File: config.mk
export PLATFORM = sky130hd
export DESIGN_NAME = tx_clock_scheduler
export DESIGN_NICKNAME = d
export VERILOG_FILES = /design/src/rtl/tx_clock_scheduler.sv
export SDC_FILE = /design/constraint.sdc
export NUM_CORES = 1
export LEC_CHECK = 0
export CAP_MARGIN = 30
export CORE_ASPECT_RATIO = 0.9
export CORE_UTILIZATION = 35
export DETAILED_ROUTE_END_ITERATION = 8
export PLACE_DENSITY = 0.54
export RECOVER_POWER = 25
export SLEW_MARGIN = 20
export SYNTH_ARGS = -nofsm -noshare
export SYNTH_HDL_FRONTEND = slang
export SYNTH_SLANG_ARGS = --single-unit
File: constraint.sdc
create_clock -name clock -period 2.07 [get_ports clock]
set_input_delay 0.414 -clock clock [delete_from_list [all_inputs] [get_ports clock]]
set_output_delay 0.414 -clock clock [all_outputs]
set_load 0.02 [all_outputs]
File: src/rtl/tx_clock_scheduler.sv
`default_nettype none
// ============================================================================
//  Module      : tx_clock_scheduler
//  Description : Transmit timing scheduler. Aligns start/stop of transmission
//                to divider frame boundaries, issues symbol strobes at a
//                selectable sub-rate, counts frames and manages rate changes
//                that take effect only on frame boundaries while busy.
//  Revision    : 1.0 - initial release
// ============================================================================
module tx_clock_scheduler #(
   parameter int MOD  = 8,
   parameter int BITS = $clog2(MOD)
) (
   input  logic            clock,
   input  logic            reset,
   input  logic [BITS-1:0] count,
   input  logic            start,
   input  logic            stop,
   input  logic [1:0]      rate_sel,
   input  logic            rate_req,
   output logic            rate_ack,
   output logic [1:0]      active_rate,
   output logic            strobe,
   output logic            frame_start,
   output logic            busy,
   output logic [7:0]      frame_cnt,
   output logic            overrun
);

   typedef enum logic [1:0] {
      ST_IDLE  = 2'd0,
      ST_ARM   = 2'd1,
      ST_RUN   = 2'd2,
      ST_DRAIN = 2'd3
   } state_t;

   // Last count value of a frame; MOD is a power of two so this is all ones.
   localparam logic [BITS-1:0] C_LAST = BITS'(MOD - 1);

   // FSM and timing outputs
   state_t          state_q;
   logic            busy_q;
   logic            strobe_q;
   logic            frame_start_q;
   logic [7:0]      frame_cnt_q;

   // Rate management
   logic [1:0]      active_rate_q;
   logic [1:0]      active_rate_d;
   logic            rate_ack_q;
   logic            rate_ack_d;
   logic            pend_q;
   logic            pend_d;
   logic [1:0]      pend_rate_q;
   logic [1:0]      pend_rate_d;
   logic            overrun_q;
   logic            overrun_d;

   // Decoded conditions for the current input cycle
   logic            w_boundary;
   logic            w_symbol;
   logic            w_arm_now;
   logic            w_apply_pt;
   logic [BITS-1:0] w_mask;

   // Symbol mask N-1 for the rate currently in force
   always_comb begin
      w_mask = '0;
      case (active_rate_q)
         2'b00:   w_mask = BITS'(0);
         2'b01:   w_mask = BITS'(1);
         2'b10:   w_mask = BITS'(3);
         2'b11:   w_mask = BITS'(7);
         default: w_mask = '0;
      endcase
   end

   assign w_boundary = (count == C_LAST);
   assign w_symbol   = ((count & w_mask) == w_mask);
   assign w_arm_now  = (state_q == ST_IDLE) && start && !stop;

   // Points where a pending rate may be committed: every boundary while busy,
   // plus an ARM abort so no pending change is ever carried back into IDLE.
   assign w_apply_pt = (state_q != ST_IDLE) &&
                       (w_boundary || ((state_q == ST_ARM) && stop));

   // Next-state logic for active rate, pending slot, acknowledge and overrun
   always_comb begin
      active_rate_d = active_rate_q;
      rate_ack_d    = 1'b0;
      pend_d        = pend_q;
      pend_rate_d   = pend_rate_q;
      overrun_d     = overrun_q;

      if (state_q == ST_IDLE) begin
         // Nothing is being timed, so a change is safe to take at once.
         if (rate_req) begin
            active_rate_d = rate_sel;
            rate_ack_d    = 1'b1;
         end
         if (w_arm_now) begin
            overrun_d = 1'b0;
         end
      end else begin
         // A second request before the first is committed loses the first.
         if (rate_req && pend_q) begin
            overrun_d = 1'b1;
         end
         if (w_apply_pt && (rate_req || pend_q)) begin
            // A request arriving on the apply point is newest and wins.
            active_rate_d = rate_req ? rate_sel : pend_rate_q;
            rate_ack_d    = 1'b1;
            pend_d        = 1'b0;
         end else if (rate_req) begin
            pend_d      = 1'b1;
            pend_rate_d = rate_sel;
         end
      end
   end

   // Rate management registers
   always_ff @(posedge clock or negedge reset) begin
      if (!reset) begin
         active_rate_q <= 2'b00;
         rate_ack_q    <= 1'b0;
         pend_q        <= 1'b0;
         pend_rate_q   <= 2'b00;
         overrun_q     <= 1'b0;
      end else begin
         active_rate_q <= active_rate_d;
         rate_ack_q    <= rate_ack_d;
         pend_q        <= pend_d;
         pend_rate_q   <= pend_rate_d;
         overrun_q     <= overrun_d;
      end
   end

   // Control FSM with registered busy, strobe, frame_start and frame counter
   always_ff @(posedge clock or negedge reset) begin
      if (!reset) begin
         state_q       <= ST_IDLE;
         busy_q        <= 1'b0;
         strobe_q      <= 1'b0;
         frame_start_q <= 1'b0;
         frame_cnt_q   <= 8'd0;
      end else begin
         // Strobes follow the state of the cycle that saw the count value,
         // so the DRAIN boundary still yields its final strobe.
         strobe_q      <= ((state_q == ST_RUN) || (state_q == ST_DRAIN)) && w_symbol;
         frame_start_q <= 1'b0;

         case (state_q)
            ST_IDLE: begin
               if (w_arm_now) begin
                  state_q     <= ST_ARM;
                  busy_q      <= 1'b1;
                  frame_cnt_q <= 8'd0;
               end
            end

            ST_ARM: begin
               if (stop) begin
                  state_q <= ST_IDLE;
                  busy_q  <= 1'b0;
               end else if (w_boundary) begin
                  state_q       <= ST_RUN;
                  frame_start_q <= 1'b1;
                  frame_cnt_q   <= frame_cnt_q + 8'd1;
               end
            end

            ST_RUN: begin
               if (stop) begin
                  state_q <= ST_DRAIN;
               end
               // A frame opened on the same boundary as stop is drained out.
               if (w_boundary) begin
                  frame_start_q <= 1'b1;
                  frame_cnt_q   <= frame_cnt_q + 8'd1;
               end
            end

            ST_DRAIN: begin
               if (w_boundary) begin
                  state_q <= ST_IDLE;
                  busy_q  <= 1'b0;
               end
            end

            default: begin
               state_q <= ST_IDLE;
               busy_q  <= 1'b0;
            end
         endcase
      end
   end

   assign rate_ack    = rate_ack_q;
   assign active_rate = active_rate_q;
   assign strobe      = strobe_q;
   assign frame_start = frame_start_q;
   assign busy        = busy_q;
   assign frame_cnt   = frame_cnt_q;
   assign overrun     = overrun_q;

endmodule
`default_nettype wire

### Yosys cells after proc, flatten, opt, wreduce, memory -nomap -nowiden

Index checks and enable logic that the tools add are counted.

| storage, ports and cells | value |
|---|---|
| register bits | 20 |
| word-level logic and storage cells | 85 |
| input bits | 10 |

| operators by class | value |
|---|---|
| eq/ne operators | 15 |
| bitwise operators | 3 |
| $add $sub $neg | 1 |
| reduce and logical (&&, ||, !) cells | 26 |
| multiplexer cells | 30 |

Operator list:

| cell | count |
|---|---|
| two-way mux 8 bit | 3 |
| one-hot mux 8 bit (3 select lines) | 1 |
| two-way mux 2 bit | 9 |
| two-way mux 1 bit | 13 |
| != test 2 bit, second input constant | 6 |
| one-hot mux 3 bit (4 select lines) | 1 |
| adder 8 x 1 -> 8 bit, second input constant | 1 |
| equality test 2 bit, second input constant | 4 |
| one-hot mux 2 bit (4 select lines) | 1 |
| AND reduction 2 bit | 4 |
| AND reduction 4 bit | 2 |
| nonzero test 2 bit | 4 |
| logical AND 1 bit | 7 |
| nonzero test 3 bit | 2 |
| equality test 2 x 1 -> 1 bit, second input constant | 2 |
| logical NOT 2 bit | 2 |
| bitwise AND 3 bit | 1 |
| equality test 3 bit | 1 |
| equality test 3 bit, second input constant | 1 |
| logical OR 1 bit | 3 |
| != test 3 bit, second input constant | 1 |
| one-hot mux 1 bit (3 select lines) | 1 |
| AND reduction 3 bit | 1 |
| inverter 1 bit | 2 |
| 2 further kinds | 2 |

### Depth between registers and ports, before layout

| depth | value |
|---|---|
| word-level depth | 7 |
| gate-level depth with buffers | 8 |
| gate-level depth less buffers | 6 |

### Least setup slack after synthesis

No wires, ideal clock.

| timing path | value |
|---|---|
| path kind | reg-to-reg |
| start point | register state_q[0] |
| end point | register frame_cnt_q[5], in the netlist frame_cnt[5] |
| setup time | 0.087 ns |
| arrival | 1.567 ns |
| path buffers | 1 |
| required time | 1.983 ns |
| cell stages (with the launch flop) | 8 |
| setup slack | 0.416 ns |
| path through | dfrtp_1 inv_1 ha_1 buf_6 nor3_4 a21oi_2 or4b_1 o211ai_1 |

| on the way | value |
|---|---|
| cells in the longest elaborated chain, start to end | 5 |

RTL lines:

| what | RTL line | RTL |
|---|---|---|
| start: declaration | 41 | `state_t state_q;` |
| start signal: assignment | 141 | `state_q <= ST_IDLE;` |
| start signal: assignment | 155 | `state_q <= ST_ARM;` |
| start signal: assignment | 163 | `state_q <= ST_IDLE;` |
| logical NOT 2 bit | 80, 152 |  |
| logical AND 1 bit (2 in series) | 80 | `assign w_arm_now = (state_q == ST_IDLE) && start && !stop;` |
| != test 2 bit (no source line) | n/a |  |
| AND reduction 3 bit (no source line) | n/a |  |
| end signal: assignment | 168 | `frame_cnt_q <= frame_cnt_q + 8'd1;` |
| end signal: assignment | 179 | `frame_cnt_q <= frame_cnt_q + 8'd1;` |
| end: declaration | 45 | `logic [7:0] frame_cnt_q;` |

Parallel ways exist; a longest one is shown, timed or not.
A chain may end at the register's enable or synchronous reset.

### Final worst setup path

| timing path | value |
|---|---|
| start point | register state_q[0] |
| end point | register frame_cnt_q[7], in the netlist frame_cnt[7] |

The elaborated chain is that of the path after synthesis.

==> run summary <==
H-tree depth -> 1
Placed inst area -> 1510 um^2
Pin count of the biggest net entering global routing -> 21
Crit Path Class -> reg2reg
Synthesized net count -> 139
Share of cells above drive strength 1 -> 9.27%
Sequential area share after synthesis -> 41.3%
Avg Cell Area, Syn -> 9.85 um^2
Sinks on the clock net -> 20
Hold Crit Class -> reg2reg
Synth warn -> 0
Synth Register Bits -> 20
Via count -> 1038
RSZ-0062 raised after global routing -> false
# IOs -> 25
Worst-skew pair later-pin latency -> 260 ps
CTS Buf Count -> 3
Final Cycle Share -> 89.8%
Via-to-Cell Ratio -> 5.38
Clock-pin slew on the worst setup and hold paths -> 80 ps
Post-Syn Instances -> 123
Setup crit start kind -> flop
Worst vdd ir -> 665 uV
Slew Limit Fails -> 0
Global Route Usage Sum -> 17.1%
Crit Path Max Fanout -> 13
TritonCTS clock tree -> yes
Max Clk Rate -> 538 MHz
Layout fillers -> 303
Setup Viol. Count Final -> 0
Core area -> 3160 um^2
Die Height -> 57.8 um
Vias in the first global route -> 989
Worst Hold Launch -> pend_rate_q[1]
R2R setup slack -> 210 ps
Port Buffer Count -> 24
Antenna violations before repair -> 0
Clock Skews -> 2.53 ps
Cts hold-fix bufs -> 0
Netlist Area Pre-Place -> 1210 um^2
Antenna cells -> 0
Antenna-violating nets left -> 0
Worst Setup SP -> state_q[0]
Slew Limit Headroom -> 25.9%
Grt ovf -> 0
Area Overhead vs Synth -> 30.0%
HPWL after DPL -> 2000 um
Clock Tree Root -> clkbuf_8
Final instance area -> 1570 um^2
Final Hold Vio Count -> 0
Initial Utilization -> 38.3%
Final wirelength -> 2810 um
Detailed router's first-iteration violation count -> 43
WL/cell -> 14.6 um
Final RePlAce weighted congestion -> 0.853
Critical path required time -> 2220 ps
Setup TNS -> 0 ps
Worst reg2reg path startpoint -> state_q[0]
Leak -> 0.664 nW
CP endpoint kind -> flop
Cell variety after synth -> 43
WP data arrival -> 2010 ps
Die Area -> 3700 um^2
Row count -> 19
Most common cell after layout, fill and taps aside -> clkdlybuf4s50_1
First-pass GRT wire length -> 4870 um
Post-CTS Setup Inserts -> 0
Maxcap violations -> 0
Commonest non-fill, non-tap cells in the layout -> clkdlybuf4s50_1 (23), dfrtp_1 (20), nand2_1 (13)
Total Nets Final -> 168
Status -> completed
Slew @ Worst Pin -> 1110 ps
Maximum buffer depth of the clock tree -> 2
Die Wd -> 64.0 um
Resized Gates After CTS -> 0
Drt pass-1 iters -> 4
Fin crit period -> 1860 ps
DRC -> 0
Power per standard cell area -> 1330 nW/um^2
==> cell type report <==
| type | instances | area, um^2 | share of cell area (%) |
|---|---|---|---|
| timing repair buffer | 28 | 267 | 16.9 |
| clock buffer | 3 | 41.3 | 2.62 |
| sequential | 20 | 500 | 31.8 |
| multi-input combinational | 94 | 664 | 42.2 |
| tap | 42 | 52.6 | 3.34 |
| inverter | 5 | 18.8 | 1.19 |
| clock inverter | 1 | 30.0 | 1.91 |
==> where the power goes <==
part / switching [mW] / internal [mW] / total (mW)
clock: 0.141 / 0.258 / 0.399
sequential: 0.117 / 0.517 / 0.634
combinational: 0.591 / 0.467 / 1.06
total: 0.849 / 1.24 / 2.09
==> cell families (layout without fill, tap and decap cells) <==
logic type | after synthesis | in the layout | synth area share [%]
AOI/OAI and AO/OA | 34 | 34 | 19.5
adders and majority gates | 6 | 6 | 6.20
buffers and inverters | 9 | 37 | 3.82
DFF | 20 | 20 | 41.3
muxes | 8 | 8 | 6.92
and+or+nand+nor | 46 | 46 | 22.2
==> layer usage <==
metal | GRT usage (%) | share of wire (%) | vias to the layer above
li1 | - | - | 512
met1 | 24.3 | 51 | 491
met2 | 25.1 | 44 | 28
met3 | 5.51 | 4.5 | 7
met4 | 4.55 | 1.3 | 0
met5 | 0 | 0 | -
==> synth_stat cells <==
cell / n / area share, %
o21a_1: 1 / 0.62
nor3_2: 1 / 0.83
a2bb2oi_1: 1 / 0.72
o311a_1: 2 / 1.7
nor3_4: 1 / 1.3
or4_1: 1 / 0.62
mux2i_1: 5 / 4.1
nor3_1: 1 / 0.41
nand3_1: 9 / 3.7
a22o_1: 1 / 0.72
mux2_1: 3 / 2.8
buf_4: 1 / 0.62
a21oi_1: 7 / 2.9
ha_1: 6 / 6.2
buf_2: 1 / 0.41
nor4_1: 1 / 0.52
nand2_1: 13 / 4.0
o22a_1: 1 / 0.72
or4b_1: 1 / 0.83
o21ai_0: 8 / 3.3
nor2_1: 8 / 2.5
nor2b_1: 2 / 1.0
o22ai_1: 1 / 0.52
buf_6: 1 / 0.93
a22oi_1: 1 / 0.62
a41oi_1: 1 / 0.72
clkbuf_1: 1 / 0.31
nand2b_1: 2 / 1.0
o31ai_1: 2 / 1.2
dfrtp_1: 20 / 41
inv_1: 5 / 1.5
o211ai_1: 2 / 1.2
nand3_4: 1 / 1.4
or2_1: 1 / 0.52
and3_1: 1 / 0.52
a221o_1: 1 / 0.83
o41ai_1: 2 / 1.4
nor2_2: 1 / 0.52
and4_1: 1 / 0.72
a21oi_2: 1 / 0.72
nand3b_4: 1 / 1.7
a32o_2: 1 / 0.93
a211oi_1: 1 / 0.62
==> sequential cells by signal, summed over array words and instances (netlist names), named ones only <==
signal / count
frame_cnt: 8
active_rate: 2
pend_rate_q: 2
busy: 1
frame_start: 1
overrun: 1
pend_q: 1
rate_ack: 1
state_q: 1
strobe: 1
==> worst paths after layout <==
kind                             endpoint  depth (start not counted)
max in group asynchronous    frame_cnt[1]                          2
min in group asynchronous         overrun                          2
setup / recovery             frame_cnt[7]                          6
setup reg to reg             frame_cnt[7]                          6
hold reg to reg            pend_rate_q[1]                          1
hold / removal             pend_rate_q[1]                          1
==> worst max-delay path, stage by stage (launching register included) <==
cell	delay [ps]
dfrtp_1	420
inv_1	150
ha_1	250
nand2b_1	90
a21oi_2	420
nor3_1	80
a221o_1	330
==> stage by stage <==
stage	setup WS [ps]	util [%]	power (mW)	hold slack, ps	std cells
detailed placement	55.5	47.6	1.68	486	189
global route	23.2	49.8	2.24	535	193
floorplan	416	-	1.35	118	123
CTS	186	49.9	2.10	487	193
finish	211	49.8	2.09	510	193
global placement	81.0	47.6	1.67	480	189
(Power assumes the default switching activity.)
